`config.mk`:
```
export PLATFORM = sky130hd
export DESIGN_NAME = prog_instr_mem_flat
export DESIGN_NICKNAME = d
export VERILOG_FILES = /design/src/rtl/prog_instr_mem_pkg.sv /design/src/rtl/prog_instr_mem_if.sv /design/src/rtl/imem_loader_fsm.sv /design/src/rtl/prog_instr_mem.sv /design/src/flat_wrapper.sv
export SDC_FILE = /design/constraint.sdc
export NUM_CORES = 2
export LEC_CHECK = 0
export BUFFER_PORTS_ARGS = -buffer_cell sky130_fd_sc_hd__buf_4
export CELL_PAD_IN_SITES_DETAIL_PLACEMENT = 0
export CELL_PAD_IN_SITES_GLOBAL_PLACEMENT = 1
export CORE_MARGIN = 2
export CORE_UTILIZATION = 40
export CTS_BUF_LIST = sky130_fd_sc_hd__clkbuf_4 sky130_fd_sc_hd__clkbuf_8
export DETAILED_ROUTE_END_ITERATION = 10
export PLACE_DENSITY = 0.59
export SKIP_CTS_REPAIR_TIMING = 1
export SLEW_MARGIN = 20
export SYNTH_ARGS = -nofsm -noshare
export SYNTH_HDL_FRONTEND = slang
export SYNTH_HIERARCHICAL = 1
export SYNTH_SLANG_ARGS = --single-unit
export TNS_END_PERCENT = 10
```
`constraint.sdc`:
```
create_clock -name clk -period 18 [get_ports clk]
set_clock_uncertainty 0.15 [all_clocks]
set_input_delay 0.9 -clock clk [delete_from_list [all_inputs] [get_ports clk]]
set_output_delay 0.9 -clock clk [all_outputs]
set_load 0.1 [all_outputs]
```
`src/rtl/prog_instr_mem_pkg.sv`:
```
// Shared types and helpers for the loadable instruction memory.
// State encoding, default NOP word and index-width helper.
package prog_instr_mem_pkg;

  typedef enum logic [1:0] {
    IDLE,
    LOAD,
    DONE
  } ld_state_t;

  localparam logic [31:0] NOP_DEFAULT = 32'h0000_0000;

  function automatic int idx_w(input int depth);
    return (depth > 1) ? $clog2(depth) : 1;
  endfunction

endpackage

```
`src/rtl/prog_instr_mem_if.sv`:
```
// Fetch and streaming-load bus of the instruction memory.
// master drives requests/stream, slave is the memory.
interface prog_instr_mem_if #(
  parameter int DATA_W = 32,
  parameter int ADDR_W = 32,
  parameter int LEN_W  = 8
);

  logic              fetch_en;
  logic [ADDR_W-1:0] fetch_addr;
  logic [DATA_W-1:0] instr_out;
  logic              instr_valid;
  logic              fetch_fault;

  logic              load_start;
  logic [ADDR_W-1:0] load_base;
  logic [LEN_W-1:0]  load_len;
  logic              load_valid;
  logic [DATA_W-1:0] load_data;
  logic              load_ready;
  logic              load_busy;
  logic              load_done;
  logic              load_error;

  modport master (
    output fetch_en, fetch_addr,
    output load_start, load_base, load_len,
    output load_valid, load_data,
    input  instr_out, instr_valid, fetch_fault,
    input  load_ready, load_busy, load_done,
    input  load_error
  );

  modport slave (
    input  fetch_en, fetch_addr,
    input  load_start, load_base, load_len,
    input  load_valid, load_data,
    output instr_out, instr_valid, fetch_fault,
    output load_ready, load_busy, load_done,
    output load_error
  );

endinterface

```
`src/rtl/imem_loader_fsm.sv`:
```
// Loader sequencer: accepts a word stream and emits
// write-enable/index/data for the storage array.
module imem_loader_fsm
  import prog_instr_mem_pkg::*;
#(
  parameter int DATA_W = 32,
  parameter int ADDR_W = 32,
  parameter int DEPTH  = 128,
  parameter int LEN_W  = $clog2(DEPTH + 1),
  parameter int IDX_W  = idx_w(DEPTH)
) (
  input  logic              clk,
  input  logic              reset,
  input  logic              start,
  input  logic [ADDR_W-1:0] base,
  input  logic [LEN_W-1:0]  len,
  input  logic              valid,
  input  logic [DATA_W-1:0] data,
  output logic              ready,
  output logic              busy,
  output logic              done,
  output logic              error,
  output logic              we,
  output logic [IDX_W-1:0]  widx,
  output logic [DATA_W-1:0] wdata
);

  localparam int SUM_W = ADDR_W + 1;

  ld_state_t         state_q, state_d;
  logic [ADDR_W-1:0] base_q, base_d;
  logic [LEN_W-1:0]  len_q, len_d;
  logic [LEN_W-1:0]  cnt_q, cnt_d;
  logic              err_q, err_d;
  logic [SUM_W-1:0]  sum;
  logic              in_range;

  always_ff @(posedge clk) begin
    if (reset) begin
      state_q <= IDLE;
      base_q  <= '0;
      len_q   <= '0;
      cnt_q   <= '0;
      err_q   <= 1'b0;
    end else begin
      state_q <= state_d;
      base_q  <= base_d;
      len_q   <= len_d;
      cnt_q   <= cnt_d;
      err_q   <= err_d;
    end
  end

  // One extra bit keeps base+cnt from wrapping into range
  assign sum      = {1'b0, base_q} + SUM_W'(cnt_q);
  assign in_range = sum < SUM_W'(DEPTH);

  always_comb begin
    state_d = state_q;
    base_d  = base_q;
    len_d   = len_q;
    cnt_d   = cnt_q;
    err_d   = err_q;
    we      = 1'b0;
    unique case (state_q)
      IDLE: begin
        if (start) begin
          if (len != '0) begin
            state_d = LOAD;
            base_d  = base;
            len_d   = len;
            cnt_d   = '0;
            err_d   = 1'b0;
          end else begin
            state_d = DONE;
          end
        end
      end
      LOAD: begin
        if (valid) begin
          we    = in_range;
          err_d = err_q | ~in_range;
          cnt_d = cnt_q + LEN_W'(1);
          if (cnt_q == len_q - LEN_W'(1)) begin
            state_d = DONE;
          end
        end
      end
      DONE: state_d = IDLE;
      default: state_d = IDLE;
    endcase
  end

  assign ready = (state_q == LOAD);
  assign busy  = (state_q != IDLE);
  assign done  = (state_q == DONE);
  assign error = err_q;
  assign widx  = sum[IDX_W-1:0];
  assign wdata = data;

endmodule

```
`src/rtl/prog_instr_mem.sv`:
```
// Loadable instruction memory with registered fetch,
// range/alignment checking and a streaming load port.
module prog_instr_mem
  import prog_instr_mem_pkg::*;
#(
  parameter int DATA_W    = 32,
  parameter int ADDR_W    = 32,
  parameter int DEPTH     = 128,
  parameter int BYTE_ADDR = 0,
  parameter logic [DATA_W-1:0] NOP_WORD =
    DATA_W'(NOP_DEFAULT)
) (
  input logic clk,
  input logic reset,
  prog_instr_mem_if.slave bus
);

  localparam int LEN_W = $clog2(DEPTH + 1);
  localparam int IDX_W = idx_w(DEPTH);

  logic [DATA_W-1:0] mem [DEPTH] = '{default: NOP_WORD};

  logic              we;
  logic [IDX_W-1:0]  widx;
  logic [DATA_W-1:0] wdata;
  logic [ADDR_W-1:0] fidx;
  logic              bad;

  imem_loader_fsm #(
    .DATA_W (DATA_W),
    .ADDR_W (ADDR_W),
    .DEPTH  (DEPTH),
    .LEN_W  (LEN_W),
    .IDX_W  (IDX_W)
  ) u_loader (
    .clk   (clk),
    .reset (reset),
    .start (bus.load_start),
    .base  (bus.load_base),
    .len   (bus.load_len),
    .valid (bus.load_valid),
    .data  (bus.load_data),
    .ready (bus.load_ready),
    .busy  (bus.load_busy),
    .done  (bus.load_done),
    .error (bus.load_error),
    .we    (we),
    .widx  (widx),
    .wdata (wdata)
  );

  always_ff @(posedge clk) begin
    if (we) begin
      mem[widx] <= wdata;
    end
  end

  always_comb begin
    fidx = (BYTE_ADDR != 0) ? (bus.fetch_addr >> 2)
                            : bus.fetch_addr;
    bad  = fidx >= ADDR_W'(DEPTH);
    if (BYTE_ADDR != 0 && bus.fetch_addr[1:0] != 2'b00) begin
      bad = 1'b1;
    end
  end

  // Fetches are squashed for the whole load, DONE included
  always_ff @(posedge clk) begin
    if (reset) begin
      bus.instr_out   <= NOP_WORD;
      bus.instr_valid <= 1'b0;
      bus.fetch_fault <= 1'b0;
    end else if (bus.load_busy) begin
      bus.instr_out   <= NOP_WORD;
      bus.instr_valid <= 1'b0;
      bus.fetch_fault <= 1'b0;
    end else if (bus.fetch_en) begin
      bus.instr_valid <= 1'b1;
      bus.fetch_fault <= bad;
      bus.instr_out   <= bad ? NOP_WORD : mem[fidx[IDX_W-1:0]];
    end else begin
      bus.instr_valid <= 1'b0;
    end
  end

endmodule

```
`src/flat_wrapper.sv`:
```
// flat-port wrapper written by rule: the top's interface ports become plain ports
module prog_instr_mem_flat import prog_instr_mem_pkg::*;
#(
  parameter int DATA_W    = 32,
  parameter int ADDR_W    = 32,
  parameter int DEPTH     = 128,
  parameter int BYTE_ADDR = 0,
  parameter logic [DATA_W-1:0] NOP_WORD =
    DATA_W'(NOP_DEFAULT)
)
  (clk, reset, bus_fetch_en, bus_fetch_addr, bus_load_start, bus_load_base, bus_load_len, bus_load_valid, bus_load_data, bus_instr_out, bus_instr_valid, bus_fetch_fault, bus_load_ready, bus_load_busy, bus_load_done, bus_load_error);
  prog_instr_mem_if #(.DATA_W(DATA_W), .ADDR_W(ADDR_W), .LEN_W(8)) bus_i ();
  input logic clk;
  input logic reset;
  input wire logic [$bits(bus_i.fetch_en)-1:0] bus_fetch_en;
  input wire logic [$bits(bus_i.fetch_addr)-1:0] bus_fetch_addr;
  input wire logic [$bits(bus_i.load_start)-1:0] bus_load_start;
  input wire logic [$bits(bus_i.load_base)-1:0] bus_load_base;
  input wire logic [$bits(bus_i.load_len)-1:0] bus_load_len;
  input wire logic [$bits(bus_i.load_valid)-1:0] bus_load_valid;
  input wire logic [$bits(bus_i.load_data)-1:0] bus_load_data;
  output wire logic [$bits(bus_i.instr_out)-1:0] bus_instr_out;
  output wire logic [$bits(bus_i.instr_valid)-1:0] bus_instr_valid;
  output wire logic [$bits(bus_i.fetch_fault)-1:0] bus_fetch_fault;
  output wire logic [$bits(bus_i.load_ready)-1:0] bus_load_ready;
  output wire logic [$bits(bus_i.load_busy)-1:0] bus_load_busy;
  output wire logic [$bits(bus_i.load_done)-1:0] bus_load_done;
  output wire logic [$bits(bus_i.load_error)-1:0] bus_load_error;
  assign bus_i.fetch_en = bus_fetch_en;
  assign bus_i.fetch_addr = bus_fetch_addr;
  assign bus_i.load_start = bus_load_start;
  assign bus_i.load_base = bus_load_base;
  assign bus_i.load_len = bus_load_len;
  assign bus_i.load_valid = bus_load_valid;
  assign bus_i.load_data = bus_load_data;
  assign bus_instr_out = bus_i.instr_out;
  assign bus_instr_valid = bus_i.instr_valid;
  assign bus_fetch_fault = bus_i.fetch_fault;
  assign bus_load_ready = bus_i.load_ready;
  assign bus_load_busy = bus_i.load_busy;
  assign bus_load_done = bus_i.load_done;
  assign bus_load_error = bus_i.load_error;
  prog_instr_mem #(.DATA_W(DATA_W), .ADDR_W(ADDR_W), .DEPTH(DEPTH), .BYTE_ADDR(BYTE_ADDR), .NOP_WORD(NOP_WORD)) u_core (.clk(clk), .reset(reset), .bus(bus_i));
endmodule
```
==> impl_results.rst <==
.. list-table::
   :header-rows: 1

   * - Metric
     - Value
   * - Status
     - complete, no violations
   * - Maximum number of pins on one net before global-route repair
     - 111
   * - H-tree levels
     - 6
   * - Post-DR wirelength/cell
     - 34.8 um
   * - Critical path startpoint category
     - flop
   * - Die outline area
     - 0.411 mm^2
   * - Largest area contributor in the netlist
     - edfxtp_1
   * - TNS Setup
     - 0 ns
   * - Initial standard-cell utilization of the core
     - 0.401
   * - Drt initial violations
     - approximately 11000
   * - Routed via count
     - 86100
   * - Clock tree root driver cell
     - clkbuf_8
   * - Synthesis warning total
     - 6
   * - Slowest cell on the critical path
     - and4b_1
   * - Clock transition time at the flip-flop clock pins of the worst setup and hold paths
     - 0.06 ns
   * - Post-synthesis cell count
     - approximately 8000
   * - Number of buffers created by CTS
     - between 600 and 700
   * - Horizontal extent of the die
     - 641 um
   * - Worst hold path class
     - primary input to flop
   * - Proportion of power drawn by combinational gates
     - 0.051
   * - Fraction of post-synthesis cell area in the top cell type by area
     - 0.757
   * - Dpl cells
     - 13300
   * - Detailed-placement wirelength estimate
     - 297000 um
   * - Final WL
     - 507000 um
   * - Worst-case reg-to-reg path depth
     - 14
   * - Critical Path Sink
     - u_core/mem[126][20]
   * - Maximum VDD drop
     - 0.0000797 V
   * - Synth area leaders
     - edfxtp_1 76%, mux4_2 11%, mux2i_1 3.2%
   * - FILL cells
     - 34200
   * - Antenna-violating nets left
     - 0
   * - Total of flip-flops plus latches after synthesis
     - 4181
   * - Number of flops mapped to enable cells by yosys
     - 4096
   * - Total net switching power
     - around 0.0045 W
   * - Start point of the critical path
     - u_core/u_loader/cnt_q[0]
   * - # clock sinks
     - 4181
   * - Final non-filler cell total
     - 14600
   * - Number of remaining DRC errors
     - 0
   * - Number of nets in the layout
     - 8716
   * - Setup repair after global routing missed its margin
     - no
   * - Core Area
     - 0.406 mm^2
   * - Final slew viol count
     - 0
   * - Clock network fraction of total power
     - 0.412
   * - Hold Vio Cnt, Final
     - 0
   * - Antenna violations before repair
     - between 40 and 50
   * - Worst R2R End
     - u_core/mem[126][20]
   * - Hold WS
     - 0.0412 ns
   * - Highest Clock Rate
     - about 160 MHz
   * - Number of max-cap violations
     - 0
   * - Netlist area before placement
     - ~0.16 mm^2
   * - IO buf count
     - approximately 150
   * - Detailed-route vias per instance
     - 5.91
   * - Power share of the sequential group
     - 0.537
   * - Area growth from synthesis to final layout
     - 13.9%
   * - Transition time of the tightest slew-check pin
     - 1.31 ns
   * - Largest driver fanout on the critical path
     - 20
   * - Clock insertion delay at the later pin of the skew report
     - 1.24 ns
   * - Overall overflow remaining after global route
     - 0
   * - Post-synth cell types
     - 96
   * - Minimum period implied by the final worst setup slack
     - 6.17 ns
   * - Static leakage
     - 58.7 nW
   * - Share of synthesized area occupied by flip-flops and latches
     - 0.767
   * - CTS tree
     - built
   * - Power per standard cell area
     - ~110 mW/mm^2
   * - Post-Synthesis Net Count
     - between 7000 and 8000
   * - Required time reported for the critical path endpoint
     - between 15 and 20 ns
   * - Die H
     - 641 um
   * - Launching point of the worst reg2reg path
     - u_core/u_loader/cnt_q[0]
   * - Count of pins on the block boundary
     - 147
   * - Path type of the worst setup path
     - flop to flop
   * - R2R Setup Slk
     - around 12 ns
   * - Biggest cell delay along the critical path
     - about 0.75 ns
   * - Share of the core filled with cells
     - 0.457
   * - Internal portion of total power
     - about 0.015 W
   * - Mean area per synthesized cell
     - 20.7 um^2
   * - Iteration count of the initial detailed-routing pass
     - 6
   * - Vias in the first global route
     - 85500
   * - Worst setup slack after layout
     - 11.83 ns
   * - Maximum clock path buffer count
     - 4
   * - Global-route wire length before repair
     - 695000 um
   * - # rows
     - around 230
   * - Synth Flop Type
     - edfxtp_1
   * - Overall fraction of global-route tracks in use
     - 0.243
   * - Async SR Flop Fraction
     - 0
   * - Max-slew headroom at the worst pin
     - 0.124
   * - Switching part of the total power
     - 0.228
   * - Post-placement worst setup slack
     - between 10 and 15 ns
   * - Fraction of final layout cells with drive strength greater than 1
     - 0.276
   * - WP data arrival
     - roughly 6.9 ns
   * - Cells along the critical path
     - ha_1 > fa_1 > a211oi_1 > o211ai_1 > nand4_1 > mux2i_1 > nor4_2 > nand4_1 > and4b_1 > nor2b_1 > nand3_2 > buf_4 > nor2_4 > buf_4
   * - Final critical-path share of the clock period
     - 0.343
   * - Count of endpoints failing setup in the final report
     - 0
   * - Placer Congestion
     - 0.871
   * - Crit end category
     - flop
## cells in the final DEF, fill, tap and decap left out, types with 38 or more instances in the layout
cell and count:
a21oi_1 238, a221oi_1 114, a22oi_1 284, buf_4 441
clkbuf_4 237, clkbuf_8 703, clkinv_1 166, clkinv_2 42
dfxtp_1 85, dlygate4sd3_1 59, edfxtp_1 4096, mux2i_1 513
mux4_2 761, nand2_1 301, nand3_1 96, nor2_1 93
nor2_4 121, o21ai_0 80, o22ai_1 38
## worst min path at each step
stage	startpoint	end	depth (start not counted)	slack [ns]
after detailed placement	u_core/u_loader/base_q[3]	u_core/u_loader/base_q[3]	2	0.30
after global placement	u_core/u_loader/base_q[3]	u_core/u_loader/base_q[3]	2	0.30
final	bus_load_data[1]	u_core/mem[25][1]	1	0.04
after CTS	bus_load_len[3]	u_core/u_loader/len_q[3]	3	-0.37
after floorplan	u_core/u_loader/base_q[0]	u_core/u_loader/base_q[0]	2	0.29
after global routing	bus_load_data[23]	u_core/mem[91][23]	1	0.001
## through the flow
stage	power (W)	cell area, um^2
after floorplan	0.0115	163000
after global placement	0.0119	171000
after detailed placement	0.0119	171000
after CTS	0.0201	184000
after global routing	0.0205	185000
final	0.0199	185000
## sequential cells by signal, indices dropped and copies added (netlist names), 2 cells and up
signal                   flops
u_core/u_loader/len_q        8
u_core/bus.instr_out        32
u_core/u_loader/base_q      32
u_core/mem                4096
u_core/u_loader/cnt_q        8
u_core/u_loader/state_q      2
## kinds of logic (layout without fill, tap and decap cells)
logic type	Yosys count	after routing	share of synthesized area
buffers and inverters	493	1750	0.0203
muxes	1318	1318	0.143
AOI/OAI and AO/OA	1018	1018	0.0445
DFF	4181	4181	0.767
xor gates and xnor gates	29	29	0.00156
and+or+nand+nor	815	815	0.0231
other	0	24	0
adders and majority gates	11	11	0.000893
## metal layers
| layer | GRT usage | vias to the layer above | routed length, um |
|---|---|---|---|
| li1 | - | 34600 | - |
| met1 | 0.341 | 46700 | 209000 |
| met2 | 0.390 | 4129 | 240000 |
| met3 | 0.0443 | 685 | 42700 |
| met4 | 0.0713 | 10 | 15500 |
| met5 | 0 | - | 66 |
## synth_stat cells (all sizes together) (14+ instances only)
cell type and number:
nand2 304, o22ai 38, nor3 34, mux4 788, buf 323, a21oi 244
xor2 15, a221oi 122, a311oi 15, clkbuf 154, a22oi 284, a221o 18
a31oi 16, mux2i 513, o221ai 15, nor2 220, dfxtp 85, nor2b 36
xnor2 14, nand4 23, nand3 102, edfxtp 4096, a211oi 37, o2111ai 19
mux2 17, o211ai 20, nor4 28, a22o 21, o21ai 86
## worst max-delay path, delay by kind of cell, from the launching register on
family / cells / cell delay (ns)
AND/OR/NAND/NOR: 7 / 2.61
flip-flops: 1 / 0.45
adder cells (fa/ha/maj): 2 / 0.56
multiplexers: 1 / 0.20
AO/OA/AOI/OAI: 2 / 0.83
buffers and inverters: 2 / 0.89
## power groups by stage
stage | Combinational, W | Clock (W) | Sequential (W)
6_report | 0.00101 | 0.00822 | 0.0107
5_1_grt | 0.00106 | 0.00879 | 0.0107
4_1_cts | 0.00101 | 0.00837 | 0.0107
3_5_place_dp | 0.00100 | 0 | 0.0109
3_3_place_gp | 0.000986 | 0 | 0.0109
2_1_floorplan | 0.000598 | 0 | 0.0109
## cell type report
type | instances | area, um^2 | area share
Timing Repair Buffer | 519 | 4210 | 0.0227
Antenna cell | 24 | 60.1 | 0.000324
Tap cell | 5428 | 6790 | 0.0367
Multi-Input combinational cell | 3191 | 35900 | 0.194
Sequential cell | 4181 | 125000 | 0.674
Clock inverter | 275 | 1970 | 0.0106
Clock buffer | 940 | 11500 | 0.0619
Inverter | 16 | 67.6 | 0.000365
Note: power is estimated with default switching activity, not from simulation.
